## config.mk

```make
export PLATFORM = sky130hd
export DESIGN_NAME = id_ex_register_flat
export DESIGN_NICKNAME = d
export VERILOG_FILES = /design/src/rtl/id_ex_register_if.sv /design/src/rtl/id_ex_register.sv /design/src/flat_wrapper.sv
export SDC_FILE = /design/constraint.sdc
export NUM_CORES = 1
export LEC_CHECK = 0
export CORE_MARGIN = 3
export CORE_UTILIZATION = 34
export CTS_CLUSTER_SIZE = 16
export DETAILED_ROUTE_END_ITERATION = 8
export PLACE_DENSITY = 0.84
export SYNTH_ARGS = -nofsm -noshare
export SYNTH_HDL_FRONTEND = slang
export SYNTH_SLANG_ARGS = --single-unit
```

## constraint.sdc

```tcl
create_clock -name clk -period 1.7 [get_ports clk]
set_clock_uncertainty 0.15 [all_clocks]
set_input_delay 0.17 -clock clk [delete_from_list [all_inputs] [get_ports clk]]
set_output_delay 0.17 -clock clk [all_outputs]
set_load 0.1 [all_outputs]
```

## src/rtl/id_ex_register_if.sv

```systemverilog
// ID/EX pipeline bus: ID-side instruction fields, squash request, EX-side
// registered fields, slot-valid flag and the load-use stall request.
// master: the ID stage / hazard logic side; slave: the pipeline register.
interface id_ex_register_if #(
  parameter int unsigned XLEN = 32
);
  logic [XLEN-1:0] pc_id;
  logic [XLEN-1:0] RUrs1_id;
  logic [XLEN-1:0] RUrs2_id;
  logic [XLEN-1:0] imm_id;
  logic [4:0]      rs1_id;
  logic [4:0]      rs2_id;
  logic [4:0]      rd_id;
  logic            RUWr_id;
  logic            MemRd_id;
  logic [13:0]     ctrl_id;
  logic            flush_ex;

  logic [XLEN-1:0] pc_ex;
  logic [XLEN-1:0] RUrs1_ex;
  logic [XLEN-1:0] RUrs2_ex;
  logic [XLEN-1:0] imm_ex;
  logic [4:0]      rs1_ex;
  logic [4:0]      rs2_ex;
  logic [4:0]      rd_ex;
  logic            RUWr_ex;
  logic            MemRd_ex;
  logic [13:0]     ctrl_ex;
  logic            valid_ex;
  logic            stall;

  modport master (
    output pc_id, RUrs1_id, RUrs2_id, imm_id, rs1_id, rs2_id, rd_id,
           RUWr_id, MemRd_id, ctrl_id, flush_ex,
    input  pc_ex, RUrs1_ex, RUrs2_ex, imm_ex, rs1_ex, rs2_ex, rd_ex,
           RUWr_ex, MemRd_ex, ctrl_ex, valid_ex, stall
  );

  modport slave (
    input  pc_id, RUrs1_id, RUrs2_id, imm_id, rs1_id, rs2_id, rd_id,
           RUWr_id, MemRd_id, ctrl_id, flush_ex,
    output pc_ex, RUrs1_ex, RUrs2_ex, imm_ex, rs1_ex, rs2_ex, rd_ex,
           RUWr_ex, MemRd_ex, ctrl_ex, valid_ex, stall
  );
endinterface

```

## src/rtl/id_ex_register.sv

```systemverilog
// ID/EX pipeline register with load-use hazard detection and squash.
// A bubble (all fields zero, valid_ex=0) is inserted on flush_ex or on a
// load-use hazard; flush wins and suppresses stall since the ID instruction
// is discarded anyway.
// Optional feature: define ID_EX_BUBBLE_CNT_EN to add the saturating
// 16-bit bubble_cnt output.
module id_ex_register #(
  parameter int unsigned XLEN = 32
) (
  input  logic                 clk,
  input  logic                 rst,
  id_ex_register_if.slave      bus
`ifdef ID_EX_BUBBLE_CNT_EN
  ,
  output logic [15:0]          bubble_cnt
`endif
);

  logic [XLEN-1:0] r_pc;
  logic [XLEN-1:0] r_rs1_data;
  logic [XLEN-1:0] r_rs2_data;
  logic [XLEN-1:0] r_imm;
  logic [4:0]      r_rs1;
  logic [4:0]      r_rs2;
  logic [4:0]      r_rd;
  logic            r_ruwr;
  logic            r_memrd;
  logic [13:0]     r_ctrl;
  logic            r_valid;

  logic            w_load_use;
  logic            w_bubble;

  // Hazard detection from the EX-slot load against the ID source indices.
  always_comb begin
    w_load_use = r_memrd && r_ruwr && (r_rd != 5'd0) &&
                 ((r_rd == bus.rs1_id) || (r_rd == bus.rs2_id));
    w_bubble   = bus.flush_ex || w_load_use;
  end

  assign bus.stall = w_load_use && !bus.flush_ex;

  // Pipeline register: reset, then bubble, else capture the ID instruction.
  always_ff @(posedge clk) begin
    if (rst || w_bubble) begin
      r_pc       <= '0;
      r_rs1_data <= '0;
      r_rs2_data <= '0;
      r_imm      <= '0;
      r_rs1      <= '0;
      r_rs2      <= '0;
      r_rd       <= '0;
      r_ruwr     <= 1'b0;
      r_memrd    <= 1'b0;
      r_ctrl     <= '0;
      r_valid    <= 1'b0;
    end else begin
      r_pc       <= bus.pc_id;
      r_rs1_data <= bus.RUrs1_id;
      r_rs2_data <= bus.RUrs2_id;
      r_imm      <= bus.imm_id;
      r_rs1      <= bus.rs1_id;
      r_rs2      <= bus.rs2_id;
      r_rd       <= bus.rd_id;
      r_ruwr     <= bus.RUWr_id;
      r_memrd    <= bus.MemRd_id;
      r_ctrl     <= bus.ctrl_id;
      r_valid    <= 1'b1;
    end
  end

  assign bus.pc_ex    = r_pc;
  assign bus.RUrs1_ex = r_rs1_data;
  assign bus.RUrs2_ex = r_rs2_data;
  assign bus.imm_ex   = r_imm;
  assign bus.rs1_ex   = r_rs1;
  assign bus.rs2_ex   = r_rs2;
  assign bus.rd_ex    = r_rd;
  assign bus.RUWr_ex  = r_ruwr;
  assign bus.MemRd_ex = r_memrd;
  assign bus.ctrl_ex  = r_ctrl;
  assign bus.valid_ex = r_valid;

`ifdef ID_EX_BUBBLE_CNT_EN
  logic [15:0] r_bubble_cnt;

  // Saturating count of inserted bubbles.
  always_ff @(posedge clk) begin
    if (rst) begin
      r_bubble_cnt <= '0;
    end else if (w_bubble && (r_bubble_cnt != '1)) begin
      r_bubble_cnt <= r_bubble_cnt + 16'd1;
    end
  end

  assign bubble_cnt = r_bubble_cnt;
`endif

endmodule

```

## src/flat_wrapper.sv

```systemverilog
// flat-port wrapper written by rule: the top's interface ports become plain ports
module id_ex_register_flat 
#(
  parameter int unsigned XLEN = 32
)
  (clk, rst, bus_pc_id, bus_RUrs1_id, bus_RUrs2_id, bus_imm_id, bus_rs1_id, bus_rs2_id, bus_rd_id, bus_RUWr_id, bus_MemRd_id, bus_ctrl_id, bus_flush_ex, bus_pc_ex, bus_RUrs1_ex, bus_RUrs2_ex, bus_imm_ex, bus_rs1_ex, bus_rs2_ex, bus_rd_ex, bus_RUWr_ex, bus_MemRd_ex, bus_ctrl_ex, bus_valid_ex, bus_stall);
  id_ex_register_if #(.XLEN(XLEN)) bus_i ();
  input  logic clk;
  input  logic rst;
  input wire logic [$bits(bus_i.pc_id)-1:0] bus_pc_id;
  input wire logic [$bits(bus_i.RUrs1_id)-1:0] bus_RUrs1_id;
  input wire logic [$bits(bus_i.RUrs2_id)-1:0] bus_RUrs2_id;
  input wire logic [$bits(bus_i.imm_id)-1:0] bus_imm_id;
  input wire logic [$bits(bus_i.rs1_id)-1:0] bus_rs1_id;
  input wire logic [$bits(bus_i.rs2_id)-1:0] bus_rs2_id;
  input wire logic [$bits(bus_i.rd_id)-1:0] bus_rd_id;
  input wire logic [$bits(bus_i.RUWr_id)-1:0] bus_RUWr_id;
  input wire logic [$bits(bus_i.MemRd_id)-1:0] bus_MemRd_id;
  input wire logic [$bits(bus_i.ctrl_id)-1:0] bus_ctrl_id;
  input wire logic [$bits(bus_i.flush_ex)-1:0] bus_flush_ex;
  output wire logic [$bits(bus_i.pc_ex)-1:0] bus_pc_ex;
  output wire logic [$bits(bus_i.RUrs1_ex)-1:0] bus_RUrs1_ex;
  output wire logic [$bits(bus_i.RUrs2_ex)-1:0] bus_RUrs2_ex;
  output wire logic [$bits(bus_i.imm_ex)-1:0] bus_imm_ex;
  output wire logic [$bits(bus_i.rs1_ex)-1:0] bus_rs1_ex;
  output wire logic [$bits(bus_i.rs2_ex)-1:0] bus_rs2_ex;
  output wire logic [$bits(bus_i.rd_ex)-1:0] bus_rd_ex;
  output wire logic [$bits(bus_i.RUWr_ex)-1:0] bus_RUWr_ex;
  output wire logic [$bits(bus_i.MemRd_ex)-1:0] bus_MemRd_ex;
  output wire logic [$bits(bus_i.ctrl_ex)-1:0] bus_ctrl_ex;
  output wire logic [$bits(bus_i.valid_ex)-1:0] bus_valid_ex;
  output wire logic [$bits(bus_i.stall)-1:0] bus_stall;
  assign bus_i.pc_id = bus_pc_id;
  assign bus_i.RUrs1_id = bus_RUrs1_id;
  assign bus_i.RUrs2_id = bus_RUrs2_id;
  assign bus_i.imm_id = bus_imm_id;
  assign bus_i.rs1_id = bus_rs1_id;
  assign bus_i.rs2_id = bus_rs2_id;
  assign bus_i.rd_id = bus_rd_id;
  assign bus_i.RUWr_id = bus_RUWr_id;
  assign bus_i.MemRd_id = bus_MemRd_id;
  assign bus_i.ctrl_id = bus_ctrl_id;
  assign bus_i.flush_ex = bus_flush_ex;
  assign bus_pc_ex = bus_i.pc_ex;
  assign bus_RUrs1_ex = bus_i.RUrs1_ex;
  assign bus_RUrs2_ex = bus_i.RUrs2_ex;
  assign bus_imm_ex = bus_i.imm_ex;
  assign bus_rs1_ex = bus_i.rs1_ex;
  assign bus_rs2_ex = bus_i.rs2_ex;
  assign bus_rd_ex = bus_i.rd_ex;
  assign bus_RUWr_ex = bus_i.RUWr_ex;
  assign bus_MemRd_ex = bus_i.MemRd_ex;
  assign bus_ctrl_ex = bus_i.ctrl_ex;
  assign bus_valid_ex = bus_i.valid_ex;
  assign bus_stall = bus_i.stall;
  id_ex_register #(.XLEN(XLEN)) u_core (.clk(clk), .rst(rst), .bus(bus_i));
endmodule
```

==> flow_summary.json <==
{
  "rr_startpoint": "u_core.bus.rd_ex[3]$_SDFF_PP0_",
  "path_max_fanout": 4,
  "drv_slew": 0,
  "worstSetupPathType": "flop to primary output",
  "required_ns": 1.38,
  "p_leak_nw": 4.85,
  "grt.total_usage_pct": 23.6,
  "h-tree-depth": 4,
  "regArea_um2": 3220,
  "end_kind": "primary output",
  "wirelength_um": 26600,
  "syn_nets": 712,
  "syn_area_um2": 5400,
  "rsz0062_at_grt": "true",
  "yosysWarnings": 0,
  "die_x_um": 132,
  "power-per-cell-area_nw_per_um2": 860,
  "drt_iter0_drc": 253,
  "start_util_pct": 35.1,
  "grt_max_degree": 44,
  "ys_ff_latch": 160,
  "max_clock_freq_ghz": 0.448,
  "ys_seq_area_share_pct": 59.4,
  "synth_largest_area_cell": "dfxtp_1",
  "synthDistinctLibCells": 16,
  "numCtsBuffers": 17,
  "gr-total-overflow": 0,
  "clockPowerShare_pct": 36.7,
  "core_um2": 15400,
  "intPower_mw": 7.47,
  "cts_num_sinks": 160,
  "post-dp-hpwl_um": 14700,
  "period_minus_slack_ns": 2.23,
  "synthCells": 550,
  "fillerInstances": 738,
  "post_drt_via_cell_ratio": 4.98,
  "drive_gt1_share_pct": 47.5,
  "status": "finished with violations",
  "synthTopCellsByArea": "dfxtp_1 (59%), a21oi_2 (15%), nand2_1 (11%), a21oi_1 (6.4%), buf_6 (2.3%)",
  "setup_slack_ns": -0.532,
  "cp_data_arrival_time_ns": 1.91,
  "netSwitchingFraction_pct": 30.8,
  "startpoint_type": "flop",
  "ir_worst_vdd_mv": 0.656,
  "regToRegSetupSlack_ns": -0.45,
  "fin_nets": 1085,
  "dr.pass1.iters": 5,
  "num_rows": 45,
  "root_buffer": "clkbuf_16",
  "clk_latency_ns": 0.42,
  "place_congestion": 0.777,
  "path_clk_slew_ns": 0.06,
  "power.net_switching_mw": 3.32,
  "drv_cap": 0,
  "power_mw": 10.8,
  "min_from": "bus_imm_id[13]",
  "port_buffers": 322,
  "finalSetupViolCount": 161,
  "die_h_um": 132,
  "fin_crit_sh_pct": 131,
  "power_frac_seq_pct": 37.4,
  "multi_input_area_um2": 2300,
  "combPwrFrac_pct": 25.9,
  "drc": 0,
  "top_level_ports": 323,
  "tightest_slew_ns": 0.309,
  "dieArea_um2": 17400,
  "n_antenna_cell": 0,
  "crit_path_start": "u_core.bus.rd_ex[4]$_SDFF_PP0_",
  "maxSlewHeadroom_pct": 79.2,
  "grt_pass1_vias": 5528,
  "syn_avg_cell_area_um2": 9.81,
  "min_path_type": "input port to flop",
  "ctsHoldBuffers": 0,
  "grt_antenna_before_repair": 0,
  "antenna_left": 0,
  "cts_tree": "done",
  "violations": "negative setup slack",
  "timing_hold_violations_final": 0,
  "post_drt_wl_per_cell_um": 23.2,
  "place_ws_ns": -0.314,
  "syn2layout_area_growth_pct": 133,
  "grt_first_pass_wirelength_um": 31500,
  "yosysTopAreaCellShare_pct": 59.4,
  "clock_path_buffers": 2,
  "dr_total_vias": 5697
}
flip-flops by register name (all words and copies together), names as in the netlist:
name                 flops
u_core.bus.pc_ex        32
u_core.bus.RUrs1_ex     32
u_core.bus.ctrl_ex      14
u_core.bus.imm_ex       32
u_core.bus.rs2_ex        5
u_core.bus.RUrs2_ex     32
u_core.bus.RUWr_ex       1
u_core.bus.rs1_ex        5
u_core.bus.rd_ex         5
u_core.bus.valid_ex      1
u_core.bus.MemRd_ex      1
routing by layer:
layer | vias up | track usage, % | share of wire (%) | wire [um]
li1 | 2551 | - | - | -
met1 | 2735 | 22.8 | 35 | 9270
met2 | 322 | 43.2 | 53 | 14100
met3 | 89 | 9.66 | 7.6 | 2020
met4 | 0 | 12.0 | 4.7 | 1250
met5 | - | 0 | 0 | 0
power by group through the flow:
| stage | Combinational [mW] | Clock, mW | Sequential (mW) |
|---|---|---|---|
| global placement | 2.60 | 0 | 4.10 |
| finish | 2.79 | 3.96 | 4.04 |
| global route | 2.86 | 4.14 | 4.04 |
| detailed placement | 2.64 | 0 | 4.11 |
| floorplan | 0.319 | 0 | 5.13 |
| CTS | 2.67 | 3.96 | 4.03 |
synth_stat cells:
cell type,instances
nand2_1,161
dfxtp_1,160
a21oi_2,90
a21oi_1,69
clkbuf_1,30
buf_6,11
xnor2_1,10
buf_4,9
buf_2,2
nand3_1,2
a21boi_0,1
and3b_1,1
nor2_1,1
o22ai_1,1
o311a_1,1
or3_1,1
layout by cell type (no fill, tap or decap), drive strengths merged:
master and n:
a21boi 1, a21oi 159, and3b 1, buf 228, bufinv 3, clkbuf 38, clkdlybuf4s50 161, clkinv 3
clkinvlp 1, dfxtp 160, inv 2, nand2 161, nand3 2, nor2 1, o22ai 1, o311a 1
or3 1, xnor2 10
critical path: stages (launching register included):
cell and delay, ns:
dfxtp_4 0.36, xnor2_1 0.29, nand3_2 0.15, o22ai_4 0.25
and3b_4 0.26, buf_12 0.18
layout make-up:
cell class                      instances  share of cell area (%)
Timing Repair Buffer                  406                    49.1
Tap cell                              211                    2.10
Clock buffer                           21                    3.75
Multi-Input combinational cell        338                    18.3
Clock inverter                          9                    1.05
Sequential cell                       160                    25.7
what timing repair did:
| item | in CTS | in global routing |
|---|---|---|
| gates cloned | 6 | 24 |
| gates resized for setup | 10 | 94 |
| buffers inserted | 2 | 4 |
| setup endpoints to repair | 161 | 161 |
| pin swaps | 1 | 16 |
logic make-up after synthesis:
logic type	after synthesis	share of synthesized area, %
AND/OR/NAND/NOR	166	11.7
buffers and inverters	52	5.82
flip-flops	160	59.4
XOR/XNOR	10	1.62
AO/OA/AOI/OAI	162	21.5
final timing paths:
path,end,depth (start not counted)
setup / recovery,bus_stall,5
hold / removal,u_core.bus.imm_ex[13]$_SDFF_PP0_,3
setup reg to reg,u_core.bus.RUrs2_ex[14]$_SDFF_PP0_,8
hold reg to reg,u_core.bus.pc_ex[21]$_SDFF_PP0_,5
through the flow:
step                      instances  setup TNS [ns]  hold WS [ns]  util [%]  area [um^2]
after floorplan                 550          -18.86         0.126         -         5450
after global placement         1080          -31.36         0.486      70.1        10800
after detailed placement       1080          -43.41         0.486      70.1        10800
after CTS                      1117          -43.02         0.102      75.6        11600
after global routing           1145          -50.36         0.125      81.6        12500
final                          1145          -46.06         0.139      81.6        12500
No activity file was read; power rests on OpenSTA's default activity.
